[config.mk]
export PLATFORM = sky130hd
export DESIGN_NAME = mem_arbiter
export DESIGN_NICKNAME = d
export VERILOG_FILES = /design/src/rtl/mem_arbiter_pkg.sv /design/src/rtl/arb_order_fifo.sv /design/src/rtl/mem_arbiter.sv
export SDC_FILE = /design/constraint.sdc
export NUM_CORES = 1
export LEC_CHECK = 0
export BUFFER_PORTS_ARGS = -buffer_cell sky130_fd_sc_hd__buf_4
export CAP_MARGIN = 0
export CORE_AREA = 3 3 111 113
export CTS_CLUSTER_SIZE = 16
export DETAILED_ROUTE_END_ITERATION = 6
export DIE_AREA = 0 0 114 116
export SYNTH_ARGS = -nofsm -noshare
export SYNTH_HDL_FRONTEND = slang
export SYNTH_HIERARCHICAL = 1
export SYNTH_SLANG_ARGS = --single-unit
export TNS_END_PERCENT = 1
[constraint.sdc]
create_clock -name clk_i -period 2.3 [get_ports clk_i]
set_input_delay 0.46 -clock clk_i [delete_from_list [all_inputs] [get_ports clk_i]]
set_output_delay 0.46 -clock clk_i [all_outputs]
set_load 0.1 [all_outputs]
[src/rtl/mem_arbiter_pkg.sv]
// ============================================================================
// Module  : mem_arbiter_pkg
// Brief   : Shared source-ID encodings, size codes and arbiter state type.
// Revision: 1.0 - initial release
// ============================================================================
`default_nettype none

package mem_arbiter_pkg;

    typedef enum logic {
        SRC_I = 1'b0,
        SRC_D = 1'b1
    } src_e;

    localparam logic [1:0] C_SIZE_WORD = 2'b10;

    typedef enum logic {
        ST_UNLOCKED = 1'b0,
        ST_LOCKED   = 1'b1
    } arb_state_e;

endpackage

`default_nettype wire

[src/rtl/arb_order_fifo.sv]
// ============================================================================
// Module  : arb_order_fifo
// Brief   : 1-bit FIFO recording which source issued each outstanding request.
// Revision: 1.0 - initial release
// ============================================================================
`default_nettype none

module arb_order_fifo
    import mem_arbiter_pkg::*;
#(
    parameter int C_DEPTH_X = 2
) (
    input  logic clk_i,
    input  logic resetb_i,
    input  logic push_i,
    input  src_e push_id_i,
    input  logic pop_i,
    output logic full_o,
    output logic empty_o,
    output src_e head_o
);

    localparam int                 C_DEPTH     = 1 << C_DEPTH_X;
    localparam logic [C_DEPTH_X:0] C_DEPTH_CNT = (C_DEPTH_X+1)'(C_DEPTH);

    src_e                 r_mem [C_DEPTH];
    logic [C_DEPTH_X-1:0] r_wptr;
    logic [C_DEPTH_X-1:0] r_rptr;
    logic [C_DEPTH_X:0]   r_count;

    // Callers only push when not full and pop when not empty.
    always_ff @(posedge clk_i or negedge resetb_i) begin
        if (!resetb_i) begin
            r_wptr  <= '0;
            r_rptr  <= '0;
            r_count <= '0;
        end else begin
            if (push_i) r_wptr <= r_wptr + 1'b1;
            if (pop_i)  r_rptr <= r_rptr + 1'b1;
            case ({push_i, pop_i})
                2'b10:   r_count <= r_count + 1'b1;
                2'b01:   r_count <= r_count - 1'b1;
                default: r_count <= r_count;
            endcase
        end
    end

    always_ff @(posedge clk_i) begin
        if (push_i) r_mem[r_wptr] <= push_id_i;
    end

    assign full_o  = (r_count == C_DEPTH_CNT);
    assign empty_o = (r_count == '0);
    assign head_o  = r_mem[r_rptr];

endmodule

`default_nettype wire

[src/rtl/mem_arbiter.sv]
// ============================================================================
// Module  : mem_arbiter
// Brief   : Two-source (I/D) arbiter onto one in-order memory port.
// Revision: 1.0 - initial release
// ============================================================================
`default_nettype none

module mem_arbiter
    import mem_arbiter_pkg::*;
#(
    parameter int C_OT_DEPTH_X = 2
) (
    input  logic        clk_i,
    input  logic        clk_en_i,
    input  logic        resetb_i,
    input  logic        ireqvalid_i,
    output logic        ireqready_o,
    input  logic [1:0]  ireqhpl_i,
    input  logic [31:0] ireqaddr_i,
    output logic        irspvalid_o,
    input  logic        irspready_i,
    output logic        irsprerr_o,
    output logic [31:0] irspdata_o,
    input  logic        dreqvalid_i,
    output logic        dreqready_o,
    input  logic [1:0]  dreqsize_i,
    input  logic        dreqwrite_i,
    input  logic [1:0]  dreqhpl_i,
    input  logic [31:0] dreqaddr_i,
    input  logic [31:0] dreqdata_i,
    output logic        drspvalid_o,
    input  logic        drspready_i,
    output logic        drsprerr_o,
    output logic        drspwerr_o,
    output logic [31:0] drspdata_o,
    output logic        mreqvalid_o,
    input  logic        mreqready_i,
    output logic [1:0]  mreqsize_o,
    output logic        mreqwrite_o,
    output logic [1:0]  mreqhpl_o,
    output logic [31:0] mreqaddr_o,
    output logic [31:0] mreqdata_o,
    input  logic        mrspvalid_i,
    output logic        mrspready_o,
    input  logic        mrsprerr_i,
    input  logic        mrspwerr_i,
    input  logic [31:0] mrspdata_i
);

    arb_state_e r_state, w_state_nxt;
    src_e       r_lock_sel, w_lock_sel_nxt;
    src_e       r_last_won, w_last_won_nxt;
    src_e       w_sel;
    src_e       w_head;
    logic       w_src_valid;
    logic       w_full, w_empty;
    logic       w_active;
    logic       w_mreq_hs, w_mrsp_hs;

    // Reset is folded in so every handshake output reads 0 while held in reset.
    assign w_active = clk_en_i & resetb_i;

    always_ff @(posedge clk_i or negedge resetb_i) begin
        if (!resetb_i) begin
            r_state    <= ST_UNLOCKED;
            r_lock_sel <= SRC_I;
            r_last_won <= SRC_D;
        end else begin
            r_state    <= w_state_nxt;
            r_lock_sel <= w_lock_sel_nxt;
            r_last_won <= w_last_won_nxt;
        end
    end

    always_comb begin
        w_sel          = SRC_I;
        w_state_nxt    = r_state;
        w_lock_sel_nxt = r_lock_sel;
        w_last_won_nxt = r_last_won;

        if (r_state == ST_LOCKED) begin
            w_sel = r_lock_sel;
        end else if (ireqvalid_i && dreqvalid_i) begin
            w_sel = (r_last_won == SRC_I) ? SRC_D : SRC_I;
        end else if (dreqvalid_i) begin
            w_sel = SRC_D;
        end

        w_src_valid = (w_sel == SRC_D) ? dreqvalid_i : ireqvalid_i;
        mreqvalid_o = w_src_valid & ~w_full & w_active;
        ireqready_o = (w_sel == SRC_I) & mreqready_i & ~w_full & w_active;
        dreqready_o = (w_sel == SRC_D) & mreqready_i & ~w_full & w_active;
        w_mreq_hs   = mreqvalid_o & mreqready_i;

        if (w_mreq_hs) begin
            w_state_nxt    = ST_UNLOCKED;
            w_last_won_nxt = w_sel;
        end else if (mreqvalid_o && r_state == ST_UNLOCKED) begin
            w_state_nxt    = ST_LOCKED;
            w_lock_sel_nxt = w_sel;
        end

        if (w_sel == SRC_D) begin
            mreqsize_o  = dreqsize_i;
            mreqwrite_o = dreqwrite_i;
            mreqhpl_o   = dreqhpl_i;
            mreqaddr_o  = dreqaddr_i;
            mreqdata_o  = dreqdata_i;
        end else begin
            mreqsize_o  = C_SIZE_WORD;
            mreqwrite_o = 1'b0;
            mreqhpl_o   = ireqhpl_i;
            mreqaddr_o  = ireqaddr_i;
            mreqdata_o  = '0;
        end
    end

    // Responses follow the FIFO head; with nothing outstanding they stall.
    assign irspvalid_o = ~w_empty & (w_head == SRC_I) & mrspvalid_i & w_active;
    assign drspvalid_o = ~w_empty & (w_head == SRC_D) & mrspvalid_i & w_active;
    assign mrspready_o = ~w_empty & w_active &
                         ((w_head == SRC_D) ? drspready_i : irspready_i);
    assign w_mrsp_hs   = mrspvalid_i & mrspready_o;

    assign irsprerr_o = mrsprerr_i;
    assign irspdata_o = mrspdata_i;
    assign drsprerr_o = mrsprerr_i;
    assign drspwerr_o = mrspwerr_i;
    assign drspdata_o = mrspdata_i;

    arb_order_fifo #(
        .C_DEPTH_X (C_OT_DEPTH_X)
    ) u_order_fifo (
        .clk_i     (clk_i),
        .resetb_i  (resetb_i),
        .push_i    (w_mreq_hs),
        .push_id_i (w_sel),
        .pop_i     (w_mrsp_hs),
        .full_o    (w_full),
        .empty_o   (w_empty),
        .head_o    (w_head)
    );

endmodule

`default_nettype wire
After elaboration in Yosys (flattened, before gate mapping)
Memories as Yosys holds them, arrays and structs flattened.
Index checks and enable logic that the tools add are counted.

word-level totals
  bits in writable memories = 4
  memories kept = 1
  output and inout bits = 142
  word-level logic and storage cells = 61
  bits in registers = 10

cells by class
  reductions and logical operators = 6
  bitwise operators = 25
  add/sub/neg operators = 4
  mux-type cells = 16
  eq/ne operators = 3

memories
  name                depth  bits a word  read ports  clocked after Yosys merged registers in  write ports  RTL line              RTL
  u_order_fifo.r_mem  4      1            1           0                                        1            arb_order_fifo.sv:26  src_e r_mem [C_DEPTH];

operator list
  cell                                                                    count
  32-bit 2-to-1 mux                                                       2
  1-bit bitwise AND                                                       19
  1-bit 2-to-1 mux                                                        11
  1-bit NOT                                                               6
  3-bit case mux with 2 select lines                                      1
  2-bit by 1-bit adder with 2-bit output (second input constant)          2
  2-bit 2-to-1 mux                                                        2
  2-bit nonzero test                                                      2
  3-bit by 1-bit adder with 3-bit output (second input constant)          1
  3-bit equality test (second input constant)                             1
  3-bit logical NOT                                                       1
  3-bit by 1-bit subtractor with 3-bit output (second input constant)     1
  2-bit by 1-bit equality test with 1-bit output (second input constant)  1
  2-bit equality test (second input constant)                             1
  1-bit logical AND                                                       2
  2-bit AND reduction                                                     1

Longest topological paths before layout
  word-level depth = 9
  mapped depth = 11

Cells and area by module
The synthesis kept the hierarchy.

by module, submodules not included
  module          sequential area each (µm²)  instances  cells each  area each (µm²)
  mem_arbiter     76.3                        1          179         1438.9
  arb_order_fifo  295.3                       1          41          538.0

Least setup slack after synthesis
Ideal clock, no wire load.

  path type = register -> output
  start = register u_order_fifo.r_rptr[0]
  end = output mrspready_o
  setup slack = -1.256 ns
  stages on the path, launching flop included = 4
  arrival time = 3.096 ns
  data required time = 1.840 ns
  path buffers = 0
  path through = dfrtp_1 -> mux4_2 -> mux2i_1 -> nor3_1

between the ends
  cells in the longest elaborated chain, start to end = 3

ends and longest elaborated chain
  item                    RTL line              RTL
  start, declared         arb_order_fifo.sv:28  logic [C_DEPTH_X-1:0] r_rptr;
  start signal, assigned  arb_order_fifo.sv:39  if (pop_i) r_rptr <= r_rptr + 1'b1;
  memory read 4 x 1 bit   -
  named net w_head        mem_arbiter.sv:54     src_e w_head;
  1-bit 2-to-1 mux        mem_arbiter.sv:122    ((w_head == SRC_D) ? drspready_i : irspready_i);
  1-bit bitwise AND       mem_arbiter.sv:121    assign mrspready_o = ~w_empty & w_active &
  end, declared           mem_arbiter.sv:44     output logic mrspready_o,

The timed path passes the listed nets, and every way through them passes these cells.

Worst setup path after layout
  start = register r_state
  end = output mreqaddr_o[31]

between the ends
  cells in the longest elaborated chain, start to end = 2

ends and longest elaborated chain
  item                    RTL line            RTL
  start, declared         mem_arbiter.sv:50   arb_state_e r_state, w_state_nxt;
  start signal, assigned  mem_arbiter.sv:69   r_state <= w_state_nxt;
  1-bit 2-to-1 mux        mem_arbiter.sv:81   if (r_state == ST_LOCKED) begin
  32-bit 2-to-1 mux       mem_arbiter.sv:103  if (w_sel == SRC_D) begin
  end, declared           mem_arbiter.sv:41   output logic [31:0] mreqaddr_o,

Every way passes these cells.

==> results.json <==
{
  "dieArea_um2": 13200,
  "critical_path.startpoint_type": "flip-flop",
  "core-area_um2": 11400,
  "yosys_warnings": 6,
  "pwr-share-seq": 0.080,
  "crit_required_ps": 1840,
  "internal-power_mw": 1.96,
  "use_met1": 0.107,
  "syn_nets": 372,
  "setup_ws_ps": -42.5,
  "tightest_slew_ps": 411,
  "fin_crit_sh": 1.02,
  "register_area_um2": 372,
  "cts_max_path_buffers": 2,
  "multiInputGateArea_um2": 1060,
  "layout-drive-gt1-share": 0.713,
  "violations": "negative setup slack",
  "via_per_inst": 3.80,
  "cts_tree": "yes",
  "cp-startpoint": "r_state$_DFFE_PN0P_",
  "wire_per_inst_um": 14.1,
  "final_common_cell": "buf_4",
  "place.gp.congestion": 0.752,
  "path_class": "reg2out",
  "ioPinCount": 288,
  "cts.sinks": 14,
  "p_switching_mw": 3.87,
  "via_count": 1869,
  "p_per_area_nw_per_um2": 1730,
  "leakage_nw": 1.67,
  "synth_cell_type_count": 35,
  "rsz0062_at_grt": "yes",
  "postRouteAntennaNets": 0,
  "dp_hpwl_mm": 5.88,
  "design_area_um2": 3370,
  "netlist_instances": 220,
  "postSynthAreaPerCell_um2": 8.99,
  "use_met3": 0.0277,
  "clock_power_share": 0.056,
  "arrival_ps": 1880,
  "hold_buffers": 0,
  "drc": 0,
  "track_usage": 0.0914,
  "hold_path_class": "in2async",
  "clk_pin_slew_ps": 50,
  "global_route.usage.met2": 0.169,
  "yosysSeqAreaShare": 0.188,
  "antennaDiodeCount": 0,
  "clockRootBuffer": "clkbuf_16",
  "clk_latency_ps": 240,
  "rows": 39,
  "slew_headroom": 0.724,
  "swShare": 0.664,
  "place_area_um2": 3130,
  "pwr-share-comb": 0.863,
  "setup_tns_ps": -662,
  "grt_pass1_vias": 1890,
  "finalMaxSlewViolations": 0,
  "status": "finished, violations left",
  "post-route-min-period_ps": 2340,
  "die_y_um": 116,
  "numCtsBuffers": 3,
  "wirelength_mm": 6.92,
  "syn-cell-area_um2": 1980,
  "max_freq_ghz": 0.427,
  "rr_startpoint": "u_order_fifo/r_rptr[0]$_DFFE_PN0P_",
  "antenna_found_initial": 0,
  "port_buffers": 186,
  "hold_viol": 0,
  "drt_pass1_iterations": 4,
  "finalNetCount": 502,
  "fillers": 1200,
  "htreeDepth": 1,
  "grt_pass1_wl_mm": 9.84,
  "drtIter0Drc": 57,
  "drv_cap": 0,
  "setup_viol": 34,
  "global_route.overflow_total": 0,
  "whs_ps": 43.1,
  "syn2layout_area_growth_pct": 70.7,
  "fin_skew_ps": 1.10,
  "end_kind": "output pin",
  "die_w_um": 114,
  "grt_max_degree": 41,
  "gr-max-usage-layer": "met2",
  "synth-seq-cells": 14,
  "initial_utilization": 0.173,
  "mostFrequentLayoutCells": "buf_4, and2_1, mux2_2, buf_6",
  "crit_fanout": 35,
  "vdd_ir_drop_max_v": 0.000955
}
[worst paths after layout]
path / to / slack (ps) / cells after the start
max: mreqaddr_o[31] / -40 / 5
min: u_order_fifo/r_count[2]$_DFFE_PN0P_ / 40 / 1
max reg2reg: u_order_fifo/r_count[2]$_DFFE_PN0P_ / 0 / 9
min reg2reg: u_order_fifo/r_rptr[1]$_DFFE_PN0P_ / 480 / 1
max in group asynchronous: u_order_fifo/r_wptr[0]$_DFFE_PN0P_ / 1970 / 2
min in group clk_i: r_state$_DFFE_PN0P_ / 430 / 2
[layer usage]
layer	vias up	routed length (um)
met1	843	2350
met4	0	7
met2	111	3960
met3	4	596
li1	911	-
met5	-	0
[metrics by stage]
| stage | setup slack (ps) | total power [mW] | util | cells |
|---|---|---|---|---|
| finish | -42.5 | 5.82 | 0.296 | 492 |
| global route | -138 | 6.04 | 0.296 | 492 |
| CTS | -78.4 | 5.82 | 0.293 | 491 |
| detailed placement | 24.1 | 5.31 | 0.274 | 487 |
| global placement | 40.2 | 5.28 | 0.274 | 487 |
| floorplan | -363 | 4.86 | - | 220 |
[cell usage after synthesis (all sizes together)]
cell type / n / area share
a21boi: 1 / 0.0038
a22oi: 1 / 0.011
a2bb2oi: 1 / 0.0044
a32o: 1 / 0.0051
and2: 38 / 0.12
and3: 1 / 0.0032
buf: 71 / 0.27
clkbuf: 2 / 0.0038
dfrtp: 9 / 0.11
dfstp: 1 / 0.013
edfxtp: 4 / 0.061
fa: 1 / 0.010
ha: 5 / 0.032
inv: 10 / 0.019
mux2: 34 / 0.19
mux2i: 3 / 0.015
mux4: 1 / 0.011
nand2: 4 / 0.0076
nand2b: 1 / 0.0032
nand3b: 1 / 0.0038
nand4b: 2 / 0.0089
nor2: 11 / 0.021
nor2b: 1 / 0.0044
nor3: 2 / 0.0051
o211a: 1 / 0.0051
o21ai: 3 / 0.0076
o2bb2ai: 1 / 0.0044
o31ai: 1 / 0.0038
or3: 1 / 0.0032
or4b: 1 / 0.0051
xnor2: 2 / 0.0089
xor2: 4 / 0.018
[layout make-up]
| type | count | share of cell area |
|---|---|---|
| inverters | 10 | 0.0111 |
| clock inverters | 1 | 0.00111 |
| flip-flops and latches | 14 | 0.110 |
| well taps | 143 | 0.0530 |
| multi-input cells | 123 | 0.313 |
| clock buffers | 3 | 0.0222 |
| repair buffers | 198 | 0.489 |
[cell families after synthesis]
group,count (synthesis),synth area share
buffers and inverters,83,0.293
and+or+nand+nor,63,0.185
muxes,38,0.220
DFF,14,0.188
AOI/OAI and AO/OA,10,0.0449
xor gates and xnor gates,6,0.0266
adders and majority gates,6,0.0418
[flip-flops by register name, indices dropped and copies added, names as in the netlist]
name and flops:
r_last_won 1, r_lock_sel 1, r_state 1, u_order_fifo/r_count 3, u_order_fifo/r_mem 4, u_order_fifo/r_rptr 2
u_order_fifo/r_wptr 2
[worst max-delay path, cell delays in order, from the launching register on]
cell	delay (ps)
dfrtp_1	500
nor2b_2	100
a22oi_4	200
buf_12	240
mux2_2	390
buf_6	190
[timing repair]
item                                    in CTS  in global routing
endpoints found under the setup margin      34                 36
pin swaps                                    0                  4
buffers inserted                             0                  1
resized for setup                           34                  8
[power by group through the flow]
stage          registers [mW]  logic [mW]  clock network [mW]
3_5_place_dp            0.468        4.84                   0
4_1_cts                 0.465        5.02               0.337
6_report                0.468        5.03               0.328
2_1_floorplan           0.450        4.41                   0
5_1_grt                 0.483        5.21               0.349
3_3_place_gp            0.463        4.82                   0
Note: power is estimated with default switching activity, not from simulation.
